$ cat src/rtl/iic_byte_master_pkg.sv
// rtl/iic_byte_master_pkg.sv - shared encodings for the single-byte I2C master
// Holds the FSM state encoding, the quarter-phase codes, the rw encoding and
// the quarter-bit divider calculation. No ports.
package iic_byte_master_pkg;

    typedef enum logic [3:0] {
        ST_IDLE,
        ST_START,
        ST_DEV_W,
        ST_ACK_DW,
        ST_REG,
        ST_ACK_REG,
        ST_WDATA,
        ST_ACK_WD,
        ST_RESTART,
        ST_DEV_R,
        ST_ACK_DR,
        ST_RDATA,
        ST_MNACK,
        ST_STOP
    } state_t;

    localparam logic [1:0] Q0 = 2'd0;
    localparam logic [1:0] Q1 = 2'd1;
    localparam logic [1:0] Q2 = 2'd2;
    localparam logic [1:0] Q3 = 2'd3;

    localparam logic RW_WRITE = 1'b0;
    localparam logic RW_READ  = 1'b1;

    // Clocks per quarter of an SCL period, floored, never below one.
    function automatic int calc_div(input int clk_freq, input int iic_freq);
        int d;
        d = clk_freq / (4 * iic_freq);
        return (d < 1) ? 1 : d;
    endfunction

endpackage

$ cat src/rtl/iic_qtick.sv
// rtl/iic_qtick.sv - quarter-bit tick generator for the I2C master
// Ports:
//   clk, rst : clock and synchronous active-high reset
//   en       : counter runs while high, is held cleared while low
//   tick     : one-cycle pulse on the last clock of each quarter
//   phase    : current quarter (Q0..Q3) within the bit
module iic_qtick
    import iic_byte_master_pkg::*;
#(
    parameter int DIV = 1
) (
    input  logic       clk,
    input  logic       rst,
    input  logic       en,
    output logic       tick,
    output logic [1:0] phase
);

    localparam int             CW      = (DIV > 1) ? $clog2(DIV) : 1;
    localparam logic [CW-1:0]  CNT_MAX = CW'(DIV - 1);

    logic [CW-1:0] cnt;

    assign tick = en && (cnt == CNT_MAX);

    // Clearing on !en makes every transaction start at the top of Q0.
    always_ff @(posedge clk) begin
        if (rst || !en) begin
            cnt   <= '0;
            phase <= Q0;
        end else if (tick) begin
            cnt   <= '0;
            phase <= phase + 2'd1;
        end else begin
            cnt   <= cnt + CW'(1);
        end
    end

endmodule

$ cat src/rtl/iic_byte_master.sv
// rtl/iic_byte_master.sv - single-byte I2C master, one register write or read per request
// Ports:
//   clk, rst        : clock and synchronous active-high reset
//   start           : request pulse, accepted only while idle
//   rw              : 0 register write, 1 register read
//   dev_addr        : 7-bit slave address
//   reg_addr        : 8-bit register address
//   wr_data         : write payload
//   rd_data         : last byte read back
//   busy            : transaction in progress
//   done            : one-cycle pulse when STOP completes
//   ack_err         : a NACK was seen in the last transaction
//   scl_o           : push-pull SCL drive
//   sda_oe          : 1 pulls SDA low, 0 releases it
//   sda_i           : SDA pin sample
module iic_byte_master
    import iic_byte_master_pkg::*;
#(
    parameter int CLK_FREQ = 50_000_000,
    parameter int IIC_FREQ = 400_000
) (
    input  logic       clk,
    input  logic       rst,
    input  logic       start,
    input  logic       rw,
    input  logic [6:0] dev_addr,
    input  logic [7:0] reg_addr,
    input  logic [7:0] wr_data,
    output logic [7:0] rd_data,
    output logic       busy,
    output logic       done,
    output logic       ack_err,
    output logic       scl_o,
    output logic       sda_oe,
    input  logic       sda_i
);

    localparam int DIV = calc_div(CLK_FREQ, IIC_FREQ);

    state_t     state, state_n;
    logic [2:0] bit_cnt, bit_n;
    logic [7:0] tx_sr, tx_n;
    logic [7:0] rx_sr, rx_n;
    logic       nack_q, nack_n;
    logic [7:0] rd_data_n;
    logic       ack_err_n;
    logic       done_n;
    logic       capture;
    logic       scl_d, oe_d;

    logic       lat_rw;
    logic [6:0] lat_dev;
    logic [7:0] lat_reg;
    logic [7:0] lat_wd;

    logic       tick;
    logic [1:0] phase;
    logic       scl_mid;

    assign busy    = (state != ST_IDLE);
    assign scl_mid = (phase == Q1) || (phase == Q2);

    iic_qtick #(
        .DIV (DIV)
    ) u_qtick (
        .clk   (clk),
        .rst   (rst),
        .en    (busy),
        .tick  (tick),
        .phase (phase)
    );

    always_ff @(posedge clk) begin
        if (rst) begin
            state   <= ST_IDLE;
            bit_cnt <= 3'd0;
            tx_sr   <= 8'd0;
            rx_sr   <= 8'd0;
            nack_q  <= 1'b0;
            rd_data <= 8'd0;
            ack_err <= 1'b0;
            done    <= 1'b0;
            scl_o   <= 1'b1;
            sda_oe  <= 1'b0;
            lat_rw  <= RW_WRITE;
            lat_dev <= 7'd0;
            lat_reg <= 8'd0;
            lat_wd  <= 8'd0;
        end else begin
            state   <= state_n;
            bit_cnt <= bit_n;
            tx_sr   <= tx_n;
            rx_sr   <= rx_n;
            nack_q  <= nack_n;
            rd_data <= rd_data_n;
            ack_err <= ack_err_n;
            done    <= done_n;
            // Pins are retimed from the decoded quarter so SCL/SDA never glitch.
            scl_o   <= scl_d;
            sda_oe  <= oe_d;
            if (capture) begin
                lat_rw  <= rw;
                lat_dev <= dev_addr;
                lat_reg <= reg_addr;
                lat_wd  <= wr_data;
            end
        end
    end

    // Sampling happens on the Q2 tick, state changes on the Q3 tick, so every
    // state occupies a whole number of bits.
    always_comb begin
        state_n   = state;
        bit_n     = bit_cnt;
        tx_n      = tx_sr;
        rx_n      = rx_sr;
        nack_n    = nack_q;
        rd_data_n = rd_data;
        ack_err_n = ack_err;
        done_n    = 1'b0;
        capture   = 1'b0;

        if (state == ST_IDLE) begin
            if (start) begin
                capture   = 1'b1;
                ack_err_n = 1'b0;
                bit_n     = 3'd0;
                state_n   = ST_START;
            end
        end else if (tick) begin
            if (phase == Q2) begin
                case (state)
                    ST_RDATA:                                 rx_n   = {rx_sr[6:0], sda_i};
                    ST_ACK_DW, ST_ACK_REG, ST_ACK_WD, ST_ACK_DR: nack_n = sda_i;
                    default:                                  ;
                endcase
            end
            if (phase == Q3) begin
                case (state)
                    ST_START: begin
                        state_n = ST_DEV_W;
                        tx_n    = {lat_dev, 1'b0};
                    end
                    ST_DEV_W, ST_REG, ST_WDATA, ST_DEV_R: begin
                        tx_n  = {tx_sr[6:0], 1'b0};
                        bit_n = bit_cnt + 3'd1;
                        if (bit_cnt == 3'd7) begin
                            case (state)
                                ST_DEV_W: state_n = ST_ACK_DW;
                                ST_REG:   state_n = ST_ACK_REG;
                                ST_WDATA: state_n = ST_ACK_WD;
                                default:  state_n = ST_ACK_DR;
                            endcase
                        end
                    end
                    ST_ACK_DW: begin
                        if (nack_q) begin
                            ack_err_n = 1'b1;
                            state_n   = ST_STOP;
                        end else begin
                            state_n = ST_REG;
                            tx_n    = lat_reg;
                        end
                    end
                    ST_ACK_REG: begin
                        if (nack_q) begin
                            ack_err_n = 1'b1;
                            state_n   = ST_STOP;
                        end else if (lat_rw == RW_READ) begin
                            state_n = ST_RESTART;
                        end else begin
                            state_n = ST_WDATA;
                            tx_n    = lat_wd;
                        end
                    end
                    ST_ACK_WD: begin
                        if (nack_q) ack_err_n = 1'b1;
                        state_n = ST_STOP;
                    end
                    ST_RESTART: begin
                        state_n = ST_DEV_R;
                        tx_n    = {lat_dev, 1'b1};
                    end
                    ST_ACK_DR: begin
                        if (nack_q) begin
                            ack_err_n = 1'b1;
                            state_n   = ST_STOP;
                        end else begin
                            state_n = ST_RDATA;
                        end
                    end
                    ST_RDATA: begin
                        bit_n = bit_cnt + 3'd1;
                        if (bit_cnt == 3'd7) state_n = ST_MNACK;
                    end
                    ST_MNACK: begin
                        // Only a fully received, acknowledged read updates rd_data.
                        rd_data_n = rx_sr;
                        state_n   = ST_STOP;
                    end
                    ST_STOP: begin
                        done_n  = 1'b1;
                        state_n = ST_IDLE;
                    end
                    default: state_n = ST_IDLE;
                endcase
            end
        end
    end

    // Pin waveform per quarter of the current state.
    always_comb begin
        scl_d = 1'b1;
        oe_d  = 1'b0;
        case (state)
            ST_START: begin
                scl_d = (phase != Q3);
                oe_d  = (phase == Q2) || (phase == Q3);
            end
            ST_RESTART: begin
                // SDA already released by the preceding ACK bit; SCL rises in Q1.
                scl_d = scl_mid;
                oe_d  = (phase == Q2) || (phase == Q3);
            end
            ST_STOP: begin
                scl_d = (phase != Q0);
                oe_d  = (phase != Q3);
            end
            ST_DEV_W, ST_REG, ST_WDATA, ST_DEV_R: begin
                scl_d = scl_mid;
                oe_d  = ~tx_sr[7];
            end
            ST_ACK_DW, ST_ACK_REG, ST_ACK_WD, ST_ACK_DR, ST_RDATA, ST_MNACK: begin
                scl_d = scl_mid;
                oe_d  = 1'b0;
            end
            default: begin
                scl_d = 1'b1;
                oe_d  = 1'b0;
            end
        endcase
    end

endmodule

$ cat config.mk
export PLATFORM = sky130hd
export DESIGN_NAME = iic_byte_master
export DESIGN_NICKNAME = d
export VERILOG_FILES = /design/src/rtl/iic_byte_master_pkg.sv /design/src/rtl/iic_qtick.sv /design/src/rtl/iic_byte_master.sv
export SDC_FILE = /design/constraint.sdc
export NUM_CORES = 1
export LEC_CHECK = 0
export CORE_MARGIN = 3
export CORE_UTILIZATION = 49
export DETAILED_ROUTE_END_ITERATION = 8
export GPL_ROUTABILITY_DRIVEN = 1
export PLACE_DENSITY = 0.84
export SLEW_MARGIN = 20
export SYNTH_ARGS = -nofsm -noshare
export SYNTH_HDL_FRONTEND = slang
export SYNTH_SLANG_ARGS = --single-unit
$ cat constraint.sdc
create_clock -name clk -period 1.55 [get_ports clk]
set_input_delay 0.31 -clock clk [delete_from_list [all_inputs] [get_ports clk]]
set_output_delay 0.31 -clock clk [all_outputs]
set_load 0.01 [all_outputs]
Word-level counts from Yosys, hierarchy flattened
Index checks and enable logic that the tools add are counted.
{ "op_classes": {"mux": 32, "add_sub_neg": 3, "bitwise_logic": 4, "n_eq_ne": 25, "n_reduce_logical": 29} }
{ "op_table": {"columns": ["op", "count"], "rows": [
  ["8-bit one-hot mux with 5 select lines", 1],
  ["4-bit two-way mux", 9],
  ["4-bit one-hot mux with 8 select lines", 1],
  ["4-bit == test, second input constant", 6],
  ["8-bit two-way mux", 3],
  ["3-bit two-way mux", 6],
  ["4-bit by 3-bit == test with 1-bit output, second input constant", 4],
  ["4-bit AND reduction", 4],
  ["4-bit one-hot mux with 3 select lines", 1],
  ["2-bit nonzero test", 6],
  ["4-bit OR reduction", 3],
  ["11-bit OR reduction", 1],
  ["2-bit inequality test, second input constant", 5],
  ["5-bit AND reduction", 2],
  ["1-bit two-way mux", 9],
  ["4-bit by 2-bit == test with 1-bit output, second input constant", 2],
  ["7-bit AND reduction", 1],
  ["3-bit inequality test, second input constant", 2],
  ["1-bit one-hot mux with 3 select lines", 2],
  ["2-bit OR reduction", 3],
  ["5-bit by 1-bit adder with 5-bit output, second input constant", 1],
  ["5-bit == test, second input constant", 1],
  ["5-bit nonzero test", 1],
  ["5-bit OR reduction", 1],
  ["other kinds (12)", 18]
]} }
{ "totals": {"elab_cells": 109, "regBits": 67, "output_inout_bits": 13, "in_bits": 28} }

Depth between registers and ports, before layout
Gate-level depths: netlist (run 1).
{ "depth": {"word_depth": 7, "depth_mapped": 8, "depth_no_buf": 7} }

Modules after synthesis
From an unflattened synthesis (run 1), not the netlist that was laid out.
{ "hier_totals": {"cells_unflattened": 398, "hier_area_um2": 3310.7} }
{ "by_module_without_submodules": {"columns": ["mod", "seq_area_each_um2", "n_inst", "cells_each", "area_each_um2"], "rows": [
  ["iic_byte_master", 1201.2, 1, 367, 3017.9],
  ["iic_qtick", 140.1, 1, 31, 292.8]
]} }

Worst setup path after synthesis (run 1)
Ideal clock, no wire load.
{ "synth_timing": {"path_kind": "reg-to-reg", "from": "reg u_qtick.phase[1]", "to": "reg state[3]", "required_ns": 1.415, "setup_time_ns": 0.135, "path_slack_ns": -0.095, "arrival_time_ns": 1.510, "synth_period_minus_slack_ns": 1.645, "path_buffers": 0, "stages_incl_launch_ff": 7, "cell_sequence": "dfxtp_1 > ha_1 > inv_1 > nor3_1 > o21ai_2 > a222oi_1 > a211oi_1"} }
{ "synth_via": {"elab_chain_cells": 3} }
{ "synth_lines": {"columns": ["element", "line", "rtl"], "rows": [
  ["start, declared", "iic_qtick.sv:16", "output logic [1:0] phase"],
  ["start signal, assigned", "iic_qtick.sv:33", "phase <= phase + 2'd1;"],
  ["2-bit == test", "iic_byte_master.sv:138", "if (phase == Q3) begin"],
  ["2-bit nonzero test (no source line)", null, null],
  ["5-bit AND reduction (no source line)", null, null],
  ["end signal, assigned", "iic_byte_master.sv:90", "state <= state_n;"],
  ["end, declared", "iic_byte_master.sv:40", "state_t state, state_n;"]
]} }
Every way passes these cells.
A chain may end at the register's enable or synchronous reset.

Final worst setup path (run 1)
{ "layout_timing": {"from": "reg u_qtick.cnt[1]", "to": "reg state[3]"} }
{ "layout_via": {"elab_chain_cells": 4} }
{ "layout_lines": {"columns": ["element", "line", "rtl"], "rows": [
  ["start, declared", "iic_qtick.sv:22", "logic [CW-1:0] cnt;"],
  ["start signal, assigned", "iic_qtick.sv:35", "cnt <= cnt + CW'(1);"],
  ["5-bit == test", "iic_qtick.sv:24", "assign tick = en && (cnt == CNT_MAX);"],
  ["1-bit logical AND", "iic_qtick.sv:24", null],
  ["2-bit nonzero test (no source line)", null, null],
  ["5-bit AND reduction (no source line)", null, null]
]} }
Every way passes these cells.

==> results of run 1 <==
==> final timing paths <==
check / start / to / slack [ns] / cells after the start
max: u_qtick.cnt[1] / state[3] / -0.17 / 6
min: rst / lat_dev[5] / 0.38 / 3
max reg2reg: u_qtick.cnt[1] / state[3] / -0.17 / 6
min reg2reg: lat_wd[2] / lat_wd[2] / 0.47 / 2
==> kinds of logic (layout without fill, tap and decap cells) <==
kind of cell	after synthesis	after routing	synth area share [%]
AND/OR/NAND/NOR	131	131	19.7
AO/OA/AOI/OAI	106	106	22.5
flip-flops	67	67	42.5
buffers and inverters	35	131	5.59
multiplexers	19	19	6.07
adder cells (fa/ha/maj)	7	7	2.78
XOR/XNOR	3	3	0.833
==> critical path: stages, from the launching register on <==
cell and delay, ns:
dfxtp_2 0.38, ha_4 0.14, nand4_1 0.18, nor3_4 0.29, o21ai_4 0.11, a222oi_1 0.37, a211oi_1 0.11
==> final cells by class <==
type	count	area (um2)	area share [%]
Clock buffer	9	124	2.60
Tap cell	75	93.8	1.97
Timing Repair Buffer	106	1020	21.4
Multi-Input combinational cell	266	2090	43.8
Clock inverter	7	52.6	1.10
Inverter	9	36.3	0.760
Sequential cell	67	1360	28.4
==> cell usage in the layout (no fill, tap or decap), drive strengths merged, types with 11 or more instances in the layout <==
master / count
inv: 11
dfxtp: 67
nand2: 60
o21ai: 12
buf: 66
mux2i: 18
nor2: 41
clkdlybuf4s50: 29
a21oi: 43
clkbuf: 11
==> layer usage <==
metal  wire, um  global-route usage (%)
met1       4200                    31.4
met2       5240                    35.9
met3        951                    6.56
met4        603                    8.07
met5          0                       0
==> stage by stage <==
step	cells	cell area, um2	TNS [ns]	worst slack (ns)	util (%)
5_1_grt	539	4770	-5.79	-0.263	78.8
6_report	539	4770	-3.56	-0.168	78.8
4_1_cts	530	4220	-0.147	-0.0464	69.7
3_5_place_dp	510	3930	-3.60	-0.174	64.9
2_1_floorplan	368	3170	0	0.00549	-
3_3_place_gp	510	3930	-1.59	-0.146	64.9
==> timing repair <==
action | CTS | global route
setup endpoints to repair | 63 | 67
hold endpoints to repair | 0 | 0
gates resized for setup | 31 | 114
cloned | 0 | 3
pin swaps | 7 | 50
hold buffers | 0 | 0
buffers inserted | 4 | 6
==> where the power goes <==
group          total, W  leakage, nW  switching [W]  internal (W)
registers       0.00198        0.548       0.000123       0.00186
clock network   0.00135       0.0900       0.000757      0.000591
logic           0.00212         1.45        0.00116      0.000954
total           0.00544         2.09        0.00204       0.00340
==> run metrics, run 1 <==
run status=complete, but fails checks; failing checks=negative setup slack; async set-reset flop share out of synthesis=0%; RSZ-0062 raised after global routing=true; port bufs=40; WP data required=1.77 ns; GRT overflow=0; peak supply drop=729 uV; worst slew pin tran=0.539 ns; clk slew on worst S/H paths=0.08 ns; Placer Congestion=0.900; Yosys warning total=0; Fillers=329; Total Routing Usage GR=23.3%; share of cells above drive strength 1=40.9%; Die W=86.3 um; initial antenna violation count=0; first-pass GRT wire length=13.8 mm; DIE AREA=7440 um2; Final nets=494; Routed WL=11.0 mm; vias in the first global route=2,944; Post-synth top cells=dfxtp_1 (67), nand2_1 (59), a21oi_1 (43), nor2_1 (39), mux2i_1 (18); CTS tree=built; Post-Syn Area=3160 um2; Tot Pwr=0.00544 W; largest net degree at the start of global routing=43; predominant post-synthesis flop cell=dfxtp_1; area delta synth->final=51.3%; Hold Path Class=primary input to flop; Seq/Total Area, Yosys=42.5%; top-count cell post-synth=dfxtp_1; Max H-tree Level=3; maximum buffer depth of the clock tree=2; Clock Skews=0.00836 ns; final setup violation count=43; Yosys top cell area share=42.5%; Synth area leader=dfxtp_1; Worst-Skew Late Latency=0.35 ns; WL/cell=20.4 um; Boundary Pins=41; period utilization=111%; clk sinks=67; Mapped Nets=403; Setup crit start kind=flop; Period minus WS final=1.72 ns; vias per inst=6.22; root buffer cell=clkbuf_8; Crit Path Category=flop to flop; Post-synth EDFFs=0; Vias=3,353; remaining antenna violation count after routing=0; total power divided by cell area=1140 nW/um2; CP endpoint kind=flop; Critical Path AT=1.94 ns; Final Max Tran Viols=0; largest cells by area after synthesis=dfxtp_1 (43%), nand2_1 (7.0%), a21oi_1 (6.8%), mux2i_1 (5.7%), nor2_1 (4.6%); ANT cells=0; worst-path maximum fanout=4; Max Cap Viol=0; Syn Inst Count=368; Max-slew headroom=64.1%; Final Hold Viols=0; Num CTS Buffers=9; final setup margin=-0.168 ns; Fmax=582 MHz; LEAKAGE=2.09 nW; Starting Density=52.1%; syn avg cell area=8.57 um2; Yosys reg bits=67; DRC=0; Initial DRT Pass Iterations=5; Yosys cell types=56; hold slack final=0.377 ns; initial DRC count=486; HPWL after DPL=5.65 mm; Core ar.=6060 um2; die height=86.3 um; row cnt=28
(Power assumes the default switching activity.)
==> run 2: changes to the inputs <==
--- a/config.mk
+++ b/config.mk
@@ -8,6 +8,6 @@
 export CORE_MARGIN = 3
-export CORE_UTILIZATION = 49
+export CORE_UTILIZATION = 35
 export DETAILED_ROUTE_END_ITERATION = 8
 export GPL_ROUTABILITY_DRIVEN = 1
-export PLACE_DENSITY = 0.84
+export PLACE_DENSITY = 0.66
 export SLEW_MARGIN = 20
==> constraint.sdc (replaced) <==
create_clock -name clk -period 1.55 [get_ports clk]
set_input_delay 0.2325 -clock clk [delete_from_list [all_inputs] [get_ports clk]]
set_output_delay 0.2325 -clock clk [all_outputs]
set_load 0.01 [all_outputs]
==> run metrics, run 2 (same netlist as run 1, synthesis figures left out) <==
peak supply drop=631 uV; maximum buffer depth of the clock tree=2; clk slew on worst S/H paths=0.08 ns; Starting Density=36.2%; DRC=0; Die W=101 um; Worst-Skew Late Latency=0.35 ns; leading cell type in the layout, fill and taps excluded=dfxtp_1; HPWL after DPL=5.78 mm; die height=101 um; Setup crit start kind=flop; failing checks=negative setup slack; Total Routing Usage GR=16.8%; share of cells above drive strength 1=32.3%; Critical Path AT=1.39 ns; Worst path max stage delay=0.39 ns; Max Cap Viol=0; row cnt=34; WP data required=1.32 ns; final setup violation count=5; RR Startpoint=state[1]; final setup margin=-0.0723 ns; final core occ=53.5%; vias in the first global route=2,914; initial antenna violation count=0; worst-path maximum fanout=8; GRT overflow=0; LEAKAGE=1.88 nW; Final Hold Viols=0; crit path cell chain=nor4_4, buf_4, inv_2, buf_6; Boundary Pins=41; vias per inst=5.27; remaining antenna violation count after routing=0; WL/cell=15.2 um; ANT cells=0; Num CTS Buffers=9; slowest CP cell=dfxtp_4; first-pass GRT wire length=13.5 mm; Core ar.=8720 um2; clk sinks=67; largest net degree at the start of global routing=57; crit path from=state[2]; CP endpoint kind=output pin; Routed WL=8.72 mm; Finished Cell Area=4670 um2; DIE AREA=10,200 um2; Period minus WS final=1.62 ns; Placer Congestion=0.826; commonest cells after routing, fill and taps aside=dfxtp_1 (59), nand2_1 (56), buf_4 (49); area delta synth->final=47.9%; worst slew pin tran=0.291 ns; initial DRC count=171; Clock Skews=0.00862 ns; Vias=3,015; total power divided by cell area=1180 nW/um2; Final nets=494; hold slack final=0.324 ns; run status=complete, but fails checks; Hold Startpoint=rst; Max-slew headroom=80.6%; root buffer cell=clkbuf_8; Hold Path Class=primary input to flop; period utilization=105%; Final Max Tran Viols=0; RSZ-0062 raised after global routing=true; Fmax=616 MHz; Max H-tree Level=3; Placed Area=3990 um2; Initial DRT Pass Iterations=4; port bufs=40; Crit Path Category=flop to output pin; number of hold buffers added after CTS=0; CTS tree=built
run 2: where the power goes:
| part | internal (W) | total, W | switching (W) |
|---|---|---|---|
| Sequential | 0.00186 | 0.00198 | 0.000116 |
| Clock | 0.000919 | 0.00165 | 0.000729 |
| Combinational | 0.000934 | 0.00189 | 0.000954 |
| Total | 0.00371 | 0.00551 | 0.00180 |
run 2: timing repair:
action | 4_1_cts | 5_1_grt
setup buffers | 4 | 2
pin swaps | 10 | 15
endpoints found under the setup margin | 57 | 62
gates cloned | 0 | 3
gates resized for setup | 34 | 55
run 2: critical path: cells and delay by family (launching register included):
| kind | cells | cell delay [ns] |
|---|---|---|
| and+or+nand+nor | 1 | 0.34 |
| buffers and inverters | 3 | 0.30 |
| DFF | 1 | 0.39 |
run 2: cell type report:
class | count | area (um2)
fillers | 752 | 4050
multi-input cells | 266 | 1890
flip-flops and latches | 67 | 1360
repair buffers | 106 | 1020
well taps | 108 | 135
clock buffers | 9 | 124
clock inverters | 7 | 100
inverters | 9 | 36.3
run 2: metal layers:
| metal | routed length [um] | global-route usage, % | up-vias |
|---|---|---|---|
| met4 | 168 | 6.85 | 0 |
| met5 | 0 | 0 | - |
| li1 | - | - | 1487 |
| met2 | 4260 | 28.0 | 79 |
| met1 | 3780 | 20.4 | 1434 |
| met3 | 503 | 4.36 | 15 |
run 2: final timing paths:
path              depth (start not counted)          to  slack [ns]
hold reg to reg                           2  lat_reg[3]        0.46
setup / recovery                          4        busy       -0.07
setup reg to reg                          6    state[3]       -0.04
hold / removal                            3  bit_cnt[0]        0.32
run 2: metrics by stage:
step | total power, W | worst slack, ns | TNS (ns) | instances
after CTS | 0.00518 | -0.0508 | -0.134 | 567
after global routing | 0.00577 | -0.143 | -1.48 | 572
final | 0.00551 | -0.0723 | -0.207 | 572
after floorplan | 0.00278 | 0.00549 | 0 | 368
after detailed placement | 0.00339 | -0.148 | -1.77 | 547
after global placement | 0.00337 | -0.137 | -1.35 | 547
